**config.mk**
```make
export PLATFORM = sky130hd
export DESIGN_NAME = cam_stream_tx
export DESIGN_NICKNAME = d
export VERILOG_FILES = /design/src/rtl/cam_stream_tx_pkg.sv /design/src/rtl/cam_tx_fifo.sv /design/src/rtl/cam_stream_tx.sv
export SDC_FILE = /design/constraint.sdc
export NUM_CORES = 1
export LEC_CHECK = 0
export ABC_AREA = 1
export ABC_CLOCK_PERIOD_IN_PS = 3600
export CAP_MARGIN = 15
export CORE_ASPECT_RATIO = 0.6
export CORE_MARGIN = 1.5
export CORE_UTILIZATION = 51
export DETAILED_ROUTE_END_ITERATION = 7
export PLACE_DENSITY = 0.68
export SLEW_MARGIN = 20
export SYNTH_ARGS = -nofsm -noshare
export SYNTH_HDL_FRONTEND = slang
export SYNTH_SLANG_ARGS = --single-unit
```
**constraint.sdc**
```tcl
create_clock -name WBs_CLK_i -period 3.6 [get_ports WBs_CLK_i]
set_input_delay 0.36 -clock WBs_CLK_i [delete_from_list [all_inputs] [get_ports WBs_CLK_i]]
set_output_delay 0.36 -clock WBs_CLK_i [all_outputs]
set_load 0.1 [all_outputs]
```
**src/rtl/cam_stream_tx_pkg.sv**
```systemverilog
// Shared definitions for the camera stream transmitter: register map,
// CTRL/STATUS bit positions, frame FSM encodings and the byte lane mux.
package cam_stream_tx_pkg;

  localparam logic [1:0] REG_CTRL     = 2'd0;
  localparam logic [1:0] REG_STATUS   = 2'd1;
  localparam logic [1:0] REG_DATA     = 2'd2;
  localparam logic [1:0] REG_LINE_CFG = 2'd3;

  localparam int unsigned CTRL_START = 0;
  localparam int unsigned CTRL_ABORT = 1;
  localparam int unsigned CTRL_FLUSH = 2;

  localparam int unsigned ST_BUSY      = 0;
  localparam int unsigned ST_FULL      = 1;
  localparam int unsigned ST_EMPTY     = 2;
  localparam int unsigned ST_OVF       = 3;
  localparam int unsigned ST_STALL     = 4;
  localparam int unsigned ST_LEVEL_LSB = 8;

  localparam logic [2:0] S_IDLE   = 3'd0;
  localparam logic [2:0] S_VPRE   = 3'd1;
  localparam logic [2:0] S_LINE   = 3'd2;
  localparam logic [2:0] S_HBLANK = 3'd3;
  localparam logic [2:0] S_VPOST  = 3'd4;

  // Most significant byte goes out first.
  function automatic logic [7:0] byte_sel(input logic [31:0] w, input logic [1:0] idx);
    case (idx)
      2'd0:    return w[31:24];
      2'd1:    return w[23:16];
      2'd2:    return w[15:8];
      default: return w[7:0];
    endcase
  endfunction

endpackage

```
**src/rtl/cam_tx_fifo.sv**
```systemverilog
// Single-clock first-word-fall-through FIFO of 32-bit words with flush.
module cam_tx_fifo #(
  parameter int unsigned FIFO_AW = 4
) (
  input  logic               clk,
  input  logic               rst,
  input  logic               push,
  input  logic               pop,
  input  logic               flush,
  input  logic [31:0]        din,
  output logic [31:0]        dout,
  output logic               full,
  output logic               empty,
  output logic [FIFO_AW:0]   level
);

  localparam int unsigned DEPTH = 1 << FIFO_AW;
  localparam logic [FIFO_AW:0] DEPTH_L = (FIFO_AW + 1)'(DEPTH);

  logic [31:0]        mem [DEPTH];
  logic [FIFO_AW-1:0] wr_ptr;
  logic [FIFO_AW-1:0] rd_ptr;
  logic               push_ok;
  logic               pop_ok;

  assign full    = (level == DEPTH_L);
  assign empty   = (level == '0);
  assign dout    = mem[rd_ptr];
  assign pop_ok  = pop & ~empty & ~flush;
  // A pop in the same cycle frees a slot, so a push against a full FIFO still lands.
  assign push_ok = push & ~flush & (~full | pop_ok);

  // Storage write.
  always_ff @(posedge clk) begin
    if (push_ok) mem[wr_ptr] <= din;
  end

  // Pointer and level bookkeeping; flush empties immediately.
  always_ff @(posedge clk or posedge rst) begin
    if (rst) begin
      wr_ptr <= '0;
      rd_ptr <= '0;
      level  <= '0;
    end else if (flush) begin
      wr_ptr <= '0;
      rd_ptr <= '0;
      level  <= '0;
    end else begin
      if (push_ok) wr_ptr <= wr_ptr + 1'b1;
      if (pop_ok)  rd_ptr <= rd_ptr + 1'b1;
      case ({push_ok, pop_ok})
        2'b10:   level <= level + 1'b1;
        2'b01:   level <= level - 1'b1;
        default: level <= level;
      endcase
    end
  end

endmodule

```
**src/rtl/cam_stream_tx.sv**
```systemverilog
// Camera-side parallel stream transmitter: Wishbone-fed word FIFO replayed
// as a PCLK/VSYNC/HREF/DATA byte stream.
module cam_stream_tx
  import cam_stream_tx_pkg::*;
#(
  parameter int unsigned FIFO_AW = 4,
  parameter int unsigned CLK_DIV = 2,
  parameter int unsigned H_BLANK = 8,
  parameter int unsigned V_BLANK = 16
) (
  input  logic        WBs_CLK_i,
  input  logic        WBs_RST_i,
  input  logic [1:0]  WBs_ADR_i,
  input  logic        WBs_CYC_i,
  input  logic        WBs_STB_i,
  input  logic        WBs_WE_i,
  input  logic [3:0]  WBs_BYTE_STB_i,
  input  logic [31:0] WBs_DAT_i,
  output logic [31:0] WBs_DAT_o,
  output logic        WBs_ACK_o,
  output logic        PCLKO,
  output logic        VSYNCO,
  output logic        HREFO,
  output logic [7:0]  DATO
);

  localparam int unsigned DIV_W = (CLK_DIV > 1) ? $clog2(CLK_DIV) : 1;
  localparam int unsigned MAXB  = (H_BLANK > V_BLANK) ? H_BLANK : V_BLANK;
  localparam int unsigned BLK_W = $clog2(MAXB + 1);

  logic               ack_nxt, wr;
  logic               ctrl_wr, start_wr, abort_wr, flush;
  logic               data_wr, status_wr, cfg_wr;
  logic               start_pend, abort_pend;
  logic               ovf, stall;
  logic [8:0]         cfg_words;
  logic [9:0]         cfg_lines;
  logic [9:0]         words_m1;
  logic [10:0]        lines_m1;
  logic [DIV_W-1:0]   div_cnt;
  logic               div_last, tick;
  logic [2:0]         state;
  logic [BLK_W-1:0]   cnt;
  logic [1:0]         byte_idx;
  logic [9:0]         word_cnt;
  logic [10:0]        line_cnt;
  logic [31:0]        word_reg;
  logic               emit, fetch, pop, stall_set;
  logic [31:0]        fifo_dout;
  logic               fifo_full, fifo_empty;
  logic [FIFO_AW:0]   fifo_level;

  assign ack_nxt   = WBs_CYC_i & WBs_STB_i & ~WBs_ACK_o;
  assign wr        = ack_nxt & WBs_WE_i;
  assign ctrl_wr   = wr & (WBs_ADR_i == REG_CTRL) & WBs_BYTE_STB_i[0];
  assign start_wr  = ctrl_wr & WBs_DAT_i[CTRL_START];
  assign abort_wr  = ctrl_wr & WBs_DAT_i[CTRL_ABORT];
  assign flush     = ctrl_wr & WBs_DAT_i[CTRL_FLUSH];
  assign data_wr   = wr & (WBs_ADR_i == REG_DATA);
  assign status_wr = wr & (WBs_ADR_i == REG_STATUS);
  assign cfg_wr    = wr & (WBs_ADR_i == REG_LINE_CFG);

  assign words_m1 = (cfg_words == '0) ? 10'd511  : ({1'b0, cfg_words} - 10'd1);
  assign lines_m1 = (cfg_lines == '0) ? 11'd1023 : ({1'b0, cfg_lines} - 11'd1);

  assign div_last = (div_cnt == DIV_W'(CLK_DIV - 1));
  assign tick     = div_last & PCLKO;

  // Entering a line happens on the tick that ends a blanking count, so the
  // first byte goes out on that same tick and blanking lasts exactly its length.
  assign emit      = tick & ~abort_pend &
                     ((state == S_LINE) ||
                      (((state == S_VPRE) || (state == S_HBLANK)) && (cnt == '0)));
  assign fetch     = emit & (byte_idx == 2'd0);
  assign pop       = fetch & ~fifo_empty;
  assign stall_set = fetch & fifo_empty;

  cam_tx_fifo #(.FIFO_AW(FIFO_AW)) u_fifo (
    .clk   (WBs_CLK_i),
    .rst   (WBs_RST_i),
    .push  (data_wr),
    .pop   (pop),
    .flush (flush),
    .din   (WBs_DAT_i),
    .dout  (fifo_dout),
    .full  (fifo_full),
    .empty (fifo_empty),
    .level (fifo_level)
  );

  // Single wait-state acknowledge.
  always_ff @(posedge WBs_CLK_i or posedge WBs_RST_i) begin
    if (WBs_RST_i) WBs_ACK_o <= 1'b0;
    else           WBs_ACK_o <= ack_nxt;
  end

  // LINE_CFG register with byte enables.
  always_ff @(posedge WBs_CLK_i or posedge WBs_RST_i) begin
    if (WBs_RST_i) begin
      cfg_words <= '0;
      cfg_lines <= '0;
    end else if (cfg_wr) begin
      if (WBs_BYTE_STB_i[0]) cfg_words[7:0] <= WBs_DAT_i[7:0];
      if (WBs_BYTE_STB_i[1]) cfg_words[8]   <= WBs_DAT_i[8];
      if (WBs_BYTE_STB_i[2]) cfg_lines[7:0] <= WBs_DAT_i[23:16];
      if (WBs_BYTE_STB_i[3]) cfg_lines[9:8] <= WBs_DAT_i[25:24];
    end
  end

  // Sticky status flags; a new event wins over a simultaneous clear.
  always_ff @(posedge WBs_CLK_i or posedge WBs_RST_i) begin
    if (WBs_RST_i) begin
      ovf   <= 1'b0;
      stall <= 1'b0;
    end else begin
      if (data_wr && fifo_full && !pop && !flush) ovf <= 1'b1;
      else if (status_wr && WBs_DAT_i[ST_OVF])      ovf <= 1'b0;
      if (stall_set)                                stall <= 1'b1;
      else if (status_wr && WBs_DAT_i[ST_STALL])    stall <= 1'b0;
    end
  end

  // START/ABORT requests are held until the next falling PCLK tick.
  always_ff @(posedge WBs_CLK_i or posedge WBs_RST_i) begin
    if (WBs_RST_i) begin
      start_pend <= 1'b0;
      abort_pend <= 1'b0;
    end else begin
      if (start_wr && state == S_IDLE) start_pend <= 1'b1;
      else if (tick)                   start_pend <= 1'b0;
      if (abort_wr)                    abort_pend <= 1'b1;
      else if (tick)                   abort_pend <= 1'b0;
    end
  end

  // Free-running PCLK divider.
  always_ff @(posedge WBs_CLK_i or posedge WBs_RST_i) begin
    if (WBs_RST_i) begin
      div_cnt <= '0;
      PCLKO   <= 1'b0;
    end else if (div_last) begin
      div_cnt <= '0;
      PCLKO   <= ~PCLKO;
    end else begin
      div_cnt <= div_cnt + 1'b1;
    end
  end

  // Frame FSM and output stream, advancing only on falling PCLK ticks.
  always_ff @(posedge WBs_CLK_i or posedge WBs_RST_i) begin
    if (WBs_RST_i) begin
      state    <= S_IDLE;
      cnt      <= '0;
      byte_idx <= '0;
      word_cnt <= '0;
      line_cnt <= '0;
      word_reg <= '0;
      VSYNCO   <= 1'b0;
      HREFO    <= 1'b0;
      DATO     <= '0;
    end else if (tick) begin
      if (abort_pend) begin
        state    <= S_IDLE;
        VSYNCO   <= 1'b0;
        HREFO    <= 1'b0;
        byte_idx <= '0;
      end else if (emit) begin
        state  <= S_LINE;
        VSYNCO <= 1'b1;
        if (byte_idx == 2'd0) begin
          if (fifo_empty) begin
            HREFO <= 1'b0;
          end else begin
            word_reg <= fifo_dout;
            DATO     <= fifo_dout[31:24];
            HREFO    <= 1'b1;
            byte_idx <= 2'd1;
          end
        end else begin
          DATO     <= byte_sel(word_reg, byte_idx);
          HREFO    <= 1'b1;
          byte_idx <= byte_idx + 1'b1;
          if (byte_idx == 2'd3) begin
            if (word_cnt == words_m1) begin
              word_cnt <= '0;
              if (line_cnt == lines_m1) begin
                state    <= S_VPOST;
                cnt      <= BLK_W'(V_BLANK);
                line_cnt <= '0;
              end else begin
                state    <= S_HBLANK;
                cnt      <= BLK_W'(H_BLANK);
                line_cnt <= line_cnt + 11'd1;
              end
            end else begin
              word_cnt <= word_cnt + 10'd1;
            end
          end
        end
      end else begin
        case (state)
          S_IDLE: begin
            if (start_pend) begin
              state    <= S_VPRE;
              VSYNCO   <= 1'b1;
              HREFO    <= 1'b0;
              cnt      <= BLK_W'(V_BLANK - 1);
              byte_idx <= '0;
              word_cnt <= '0;
              line_cnt <= '0;
            end
          end
          S_VPRE, S_HBLANK: begin
            HREFO <= 1'b0;
            cnt   <= cnt - 1'b1;
          end
          S_VPOST: begin
            HREFO <= 1'b0;
            if (cnt == '0) begin
              state  <= S_IDLE;
              VSYNCO <= 1'b0;
            end else begin
              cnt <= cnt - 1'b1;
            end
          end
          default: state <= S_IDLE;
        endcase
      end
    end
  end

  // Register read mux.
  always_comb begin
    WBs_DAT_o = '0;
    case (WBs_ADR_i)
      REG_STATUS: begin
        WBs_DAT_o[ST_BUSY]  = (state != S_IDLE);
        WBs_DAT_o[ST_FULL]  = fifo_full;
        WBs_DAT_o[ST_EMPTY] = fifo_empty;
        WBs_DAT_o[ST_OVF]   = ovf;
        WBs_DAT_o[ST_STALL] = stall;
        WBs_DAT_o[ST_LEVEL_LSB +: FIFO_AW + 1] = fifo_level;
      end
      REG_LINE_CFG: begin
        WBs_DAT_o[8:0]   = cfg_words;
        WBs_DAT_o[25:16] = cfg_lines;
      end
      default: WBs_DAT_o = '0;
    endcase
  end

endmodule

```
* Yosys cells after proc, flatten, opt, wreduce, memory -nomap -nowiden
Memories as Yosys holds them, arrays and structs flattened.
Cells that the tools add are included.
W data, S select, Z words.
** Cells by class
- Add/sub/neg operators :: 11
- Equal/unequal tests :: 25
- Mux-type cells :: 73
- Bitwise logic cells :: 28
- Reductions and logical operators :: 48
** Operator list (number)
- $mux W11 :: 8
- $mux W10 :: 8
- $mux W5 :: 8
- $mux W3 :: 9
- $and A1 B1 Y1 :: 21
- $mux W4 :: 5
- $pmux W5 S2 :: 2
- $mux W1 :: 19
- $mux W8 :: 2
- $pmux W8 S2 :: 1
- $reduce_and A4 Y1 :: 4
- $reduce_bool A2 Y1 :: 8
- $pmux W5 S3 :: 1
- $mux W2 :: 6
- $ne A4 B4 Y1 const B :: 3
- $reduce_bool A3 Y1 :: 4
- $reduce_bool A4 Y1 :: 3
- $add A11 B1 Y11 const B :: 1
- $eq A11 B11 Y1 :: 1
- $sub A10 B1 Y11 const B :: 1
- $add A10 B1 Y10 const B :: 1
- $eq A10 B10 Y1 :: 1
- $eq A2 B2 Y1 const B :: 5
- $logic_not A10 Y1 :: 1
- other kinds (33) :: 62
** Word-level totals
- Flip-flop bits (word level) :: 104
- Bits in writable memories :: 512
- Output and inout bits :: 44
- Logic and storage cells :: 209
- Memories kept :: 1
** Memory list
- u_fifo.mem :: words 16, bits a word 32, rd ports 1, clocked after Yosys merged registers in 0, wr ports 1, RTL line cam_tx_fifo.sv:20 : logic [31:0] mem [DEPTH];

* Depth between registers and ports, before layout
- Depth in word-level cells :: 14
- Depth in mapped cells :: 18
- Depth with buffers taken out :: 18

* Modules after synthesis
From an unflattened synthesis, not the netlist that was laid out.
** Second synthesis, totals
- Cell total of the unflattened synthesis :: 2572
- Area total of the unflattened synthesis :: 27430.1 µm²
** By module, submodules not included
- cam_tx_fifo :: times used 1, cells each 1746, area each 21664.5 µm²
- cam_stream_tx :: times used 1, cells each 826, area each 5765.5 µm²

* Worst setup path before layout
OpenSTA, ideal clock, no wires.
- Path kind :: reg2reg
- Start point :: register PCLKO
- End point :: memory u_fifo.mem[15][0] (enable)
- Library setup time :: 0.421 ns
- Arrival :: 3.436 ns
- Data required time :: 3.179 ns
- Path slack :: -0.258 ns
- Stages on the path, launching flop included :: 11
- Clock period less this slack :: 3.858 ns
- Cells stage by stage :: dfrtp_1 -> nand2_1 -> inv_2 -> nand2_1 -> nor2_4 -> nand3_4 -> a21oi_4 -> nand2_1 -> nor2_1 -> inv_1 -> nor2_1
** On the way
- Word-level cells in the longest chain between the ends :: 11
** Ends and longest elaborated chain
- from (decl) :: RTL line cam_stream_tx.sv:21 : output logic PCLKO,
- from (signal assigned) :: RTL line cam_stream_tx.sv:143 : PCLKO <= ~PCLKO;
- $and A1 B1 Y1 :: RTL line cam_stream_tx.sv:67 : assign tick = div_last & PCLKO;
- $and A1 B1 Y1 (2 in a row) :: RTL line cam_stream_tx.sv:71 : assign emit = tick & ~abort_pend &
- $and A1 B1 Y1 :: RTL line cam_stream_tx.sv:74 : assign fetch = emit & (byte_idx == 2'd0);
- $and A1 B1 Y1 :: RTL line cam_stream_tx.sv:75 : assign pop = fetch & ~fifo_empty;
- $and A1 B1 Y1 (2 in a row) :: RTL line cam_tx_fifo.sv:29 : assign pop_ok = pop & ~empty & ~flush;
- $or A1 B1 Y1 :: RTL line cam_tx_fifo.sv:31 : assign push_ok = push & ~flush & (~full | pop_ok);
- $and A1 B1 Y1 :: RTL line cam_tx_fifo.sv:31
- $mux W1 :: RTL line cam_tx_fifo.sv:35 : if (push_ok) mem[wr_ptr] <= din;
- $mux W1 (not written as such) :: RTL line cam_tx_fifo.sv:35
- to (decl) :: RTL line cam_tx_fifo.sv:20
Every way passes these cells.

* Worst setup path after layout
- Start point :: register cnt[0]
- End point :: register word_cnt[4]
** On the way
- Word-level cells in the longest chain between the ends :: 6
- Elaborated cells on any way between the ends :: 10
** Ends and longest elaborated chain
- from (decl) :: RTL line cam_stream_tx.sv:43 : logic [BLK_W-1:0] cnt;
- from (signal assigned) :: RTL line cam_stream_tx.sv:188 : cnt <= BLK_W'(V_BLANK);
- from (signal assigned) :: RTL line cam_stream_tx.sv:192 : cnt <= BLK_W'(H_BLANK);
- from (signal assigned) :: RTL line cam_stream_tx.sv:207 : cnt <= BLK_W'(V_BLANK - 1);
- $logic_not A5 Y1 (*) :: RTL line cam_stream_tx.sv:73 : (((state == S_VPRE) || (state == S_HBLANK)) && (cnt == '0)));
- $logic_and A1 B1 Y1 (*) :: RTL line cam_stream_tx.sv:73
- $logic_or A1 B1 Y1 (*) :: RTL line cam_stream_tx.sv:72 : ((state == S_LINE) ||
- $and A1 B1 Y1 (*) :: RTL line cam_stream_tx.sv:71
- $ne A2 B1 Y1 (no source line), or another cell as far along
- $reduce_and A6 Y1 (no source line)
- to (signal assigned) :: RTL line cam_stream_tx.sv:196 : word_cnt <= word_cnt + 10'd1;
- to (decl) :: RTL line cam_stream_tx.sv:45 : logic [9:0] word_cnt;
Every way passes the cells marked *; elsewhere a longest branch is shown, timed or not.
A chain may end at the register's enable or synchronous reset.

==> key figures <==
Floorplanning
  – I/O Pins: 87
  – Die area: 52400 um^2
  – Die height: 178 um
  – Die W: 295 um
  – Total core area: 49900 um^2
  – Row cnt: 63
  – Initial Utilization: 52.2%

Clock network
  – TritonCTS clock tree: yes
  – Longest Clk Path Bufs: 3
  – Clk sinks: 616
  – Cts hold-fix bufs: 0
  – Worst-Skew Late Latency: 0.60 ns
  – CTS buffer count: 54
  – CTS resizes: 0
  – Htree depth: 2
  – Post-CTS setup buffer count: 0
  – Reg clk slew, reported paths: 0.06 ns
  – CTS Root Cell: clkbuf_16

Critical path
  – Crit-path max FO: 26
  – CP max-delay cell: inv_2
  – Worst endpoint required time: 4.08 ns
  – CP max stage delay: 0.43 ns
  – Worst-path cell chain: inv_1, ha_1, nand3_2, nand2_1, nand2_4, inv_2, a21oi_1, nor2_4, nand2_4, and3b_1
  – CP Launch Type: flip-flop
  – Crit-path most repeated cell: nand2_4
  – Crit path kind: flip-flop to flip-flop
  – Crit path capture type: flip-flop
  – Critical path data arrival time: 3.27 ns
  – Critical path buffers and inverters: 2
  – Cell family with most CP delay: simple AND/OR/NAND/NOR gates

Global route
  – First-pass GRT wire length: 107000 um
  – Grt total ovfl: 0
  – Pin count of the biggest net entering global routing: 143
  – Vias in the first global route: 17300
  – Total track usage: 27.6%
  – Initial antenna violation count: 1

STA
  – Setup Skew: 0.0180 ns
  – # setup viols final: 0
  – RSZ-0062 raised after global routing: no
  – Final worst slack: 0.806 ns
  – Fin. Hold Viols: 0
  – Fin crit share: 77.6%
  – Final Max Slew Viols: 0
  – Slew of the pin with the lowest slew margin: 1.08 ns
  – Max-slew headroom: 27.7%
  – Crit path time final: 2.79 ns
  – Max Freq: 358 MHz

Layout
  – Number of diodes: 0
  – Final net count: 2354
  – Share of cells above drive strength 1: 9.83%
  – Commonest non-fill, non-tap cell in the layout: edfxtp_1
  – Area grow syn2layout: 14.0%
  – Fillers: 3962
  – Final Util: 59.5%
  – Largest register FFs: 512
  – Most frequent cells in the layout: edfxtp_1 (512), nor2_1 (398), o21ai_0 (299)
  – Design area: 29700 um^2

Drt
  – DR vias: 18200
  – Avg WL per Cell: 23.7 um
  – Final ANT Viol Nets: 0
  – Total Wirelength: 71600 um
  – Vias per cell: 6.04
  – Drt first-iter violations: 2364
  – Router iterations before antenna repair: 8
  – # DRC: 1

Logic synthesis
  – Mean Syn Cell Area: 11.6 um^2
  – Async set-reset flop share out of synthesis: 16.9%
  – Sequential share of the synthesized area: 69.1%
  – YS warnings: 0
  – Post-synth EDFFs: 512
  – Ys flop type: edfxtp_1
  – Synthesized area: 26000 um^2
  – Synth cell types: 48
  – Post-synth top area cell: edfxtp_1
  – Yosys top cell area share: 59.1%
  – #FFs+latches synth: 616
  – Cells after Synth: 2236
  – Synth area leaders: edfxtp_1 (59%), dfrtp_1 (10%), nor2_1 (6.0%)

Place
  – Detailed Place HPWL: 44300 um
  – Placement Cell Area: 27800 um^2
  – RePlAce Congestion: 0.982
  – I/O Buffers: 77
  – Dpl ws: 0.538 ns

Power
  – Worst vdd ir: 0.678 mV
  – Power per cell area: 716 nW/um^2
  – Static leakage: 10.4 nW

Status
  – Failing checks: design-rule violations
  – Status: finished with violations

Worst hold path
  – Path type of the worst min-delay path: primary input to async pin

Job
  – # Max-Cap Violations: 0
[metal layers]
layer	vias up	part of all wire, %	global-route usage, %	wire, um
li1	8219	-	-	-
met1	8927	44	42.0	31700
met2	989	41	38.5	29500
met3	104	12	8.04	8580
met4	2	2.4	6.94	1710
met5	-	0.11	1.22	82
[cells by family after synthesis]
logic type / share of synthesized area, %
other: 0.0144
buffers and inverters: 3.80
XOR/XNOR: 0.539
AND/OR/NAND/NOR: 13.0
adder cells (fa/ha/maj): 0.817
flip-flops: 69.1
AO/OA/AOI/OAI: 12.7
[cell type report]
| type | count | area (um^2) | share of cell area, % |
|---|---|---|---|
| clock buffer | 63 | 1430 | 4.80 |
| clock inverter | 39 | 419 | 1.41 |
| inverter | 109 | 418 | 1.41 |
| multi-input combinational | 1384 | 7210 | 24.3 |
| sequential | 616 | 18000 | 60.6 |
| tap | 682 | 853 | 2.88 |
| timing repair buffer | 129 | 1370 | 4.60 |
[power breakdown]
group | internal, mW | switching, mW
Combinational | 1.82 | 4.84
Sequential | 8.12 | 0.401
Clock | 3.42 | 2.65
Total | 13.4 | 7.89
[cell usage after synthesis (all sizes together) (37+ instances only)]
cell type	number
a21oi	39
buf	37
clkbuf	98
dfrtp	104
edfxtp	512
inv	105
nand2	207
nand3	114
nor2	427
o21ai	318
o221ai	90
o22ai	47
[final timing paths]
kind / from / endpoint / slack (ns) / depth (start not counted)
setup / recovery: cnt[0] / word_cnt[4] / 0.81 / 10
setup reg to reg: cnt[0] / word_cnt[4] / 0.81 / 10
hold / removal: WBs_RST_i / u_fifo.rd_ptr[0] / 0.16 / 2
hold reg to reg: div_cnt / div_cnt / 0.46 / 1
min in group WBs_CLK_i: WBs_CYC_i / WBs_ACK_o / 0.33 / 3
max in group asynchronous: WBs_RST_i / DATO[5] / 2.72 / 3
[worst reg2reg max path, cell delays in order (launching register included)]
cell	delay [ns]
dfrtp_1	0.36
inv_1	0.11
ha_1	0.18
nand3_2	0.11
nand2_1	0.20
nand2_4	0.13
inv_2	0.43
a21oi_1	0.21
nor2_4	0.40
nand2_4	0.29
and3b_1	0.26
[stage by stage]
| step | power [mW] | setup TNS (ns) | std cells | hold WS (ns) |
|---|---|---|---|---|
| global route | 22.2 | 0 | 3022 | 0.196 |
| global placement | 15.0 | 0 | 2920 | 0.431 |
| CTS | 21.2 | 0 | 3022 | 0.166 |
| floorplan | 12.8 | -24.16 | 2244 | 0.417 |
| detailed placement | 15.2 | 0 | 2920 | 0.442 |
| finish | 21.3 | 0 | 3022 | 0.162 |
Note: power is estimated with default switching activity, not from simulation.
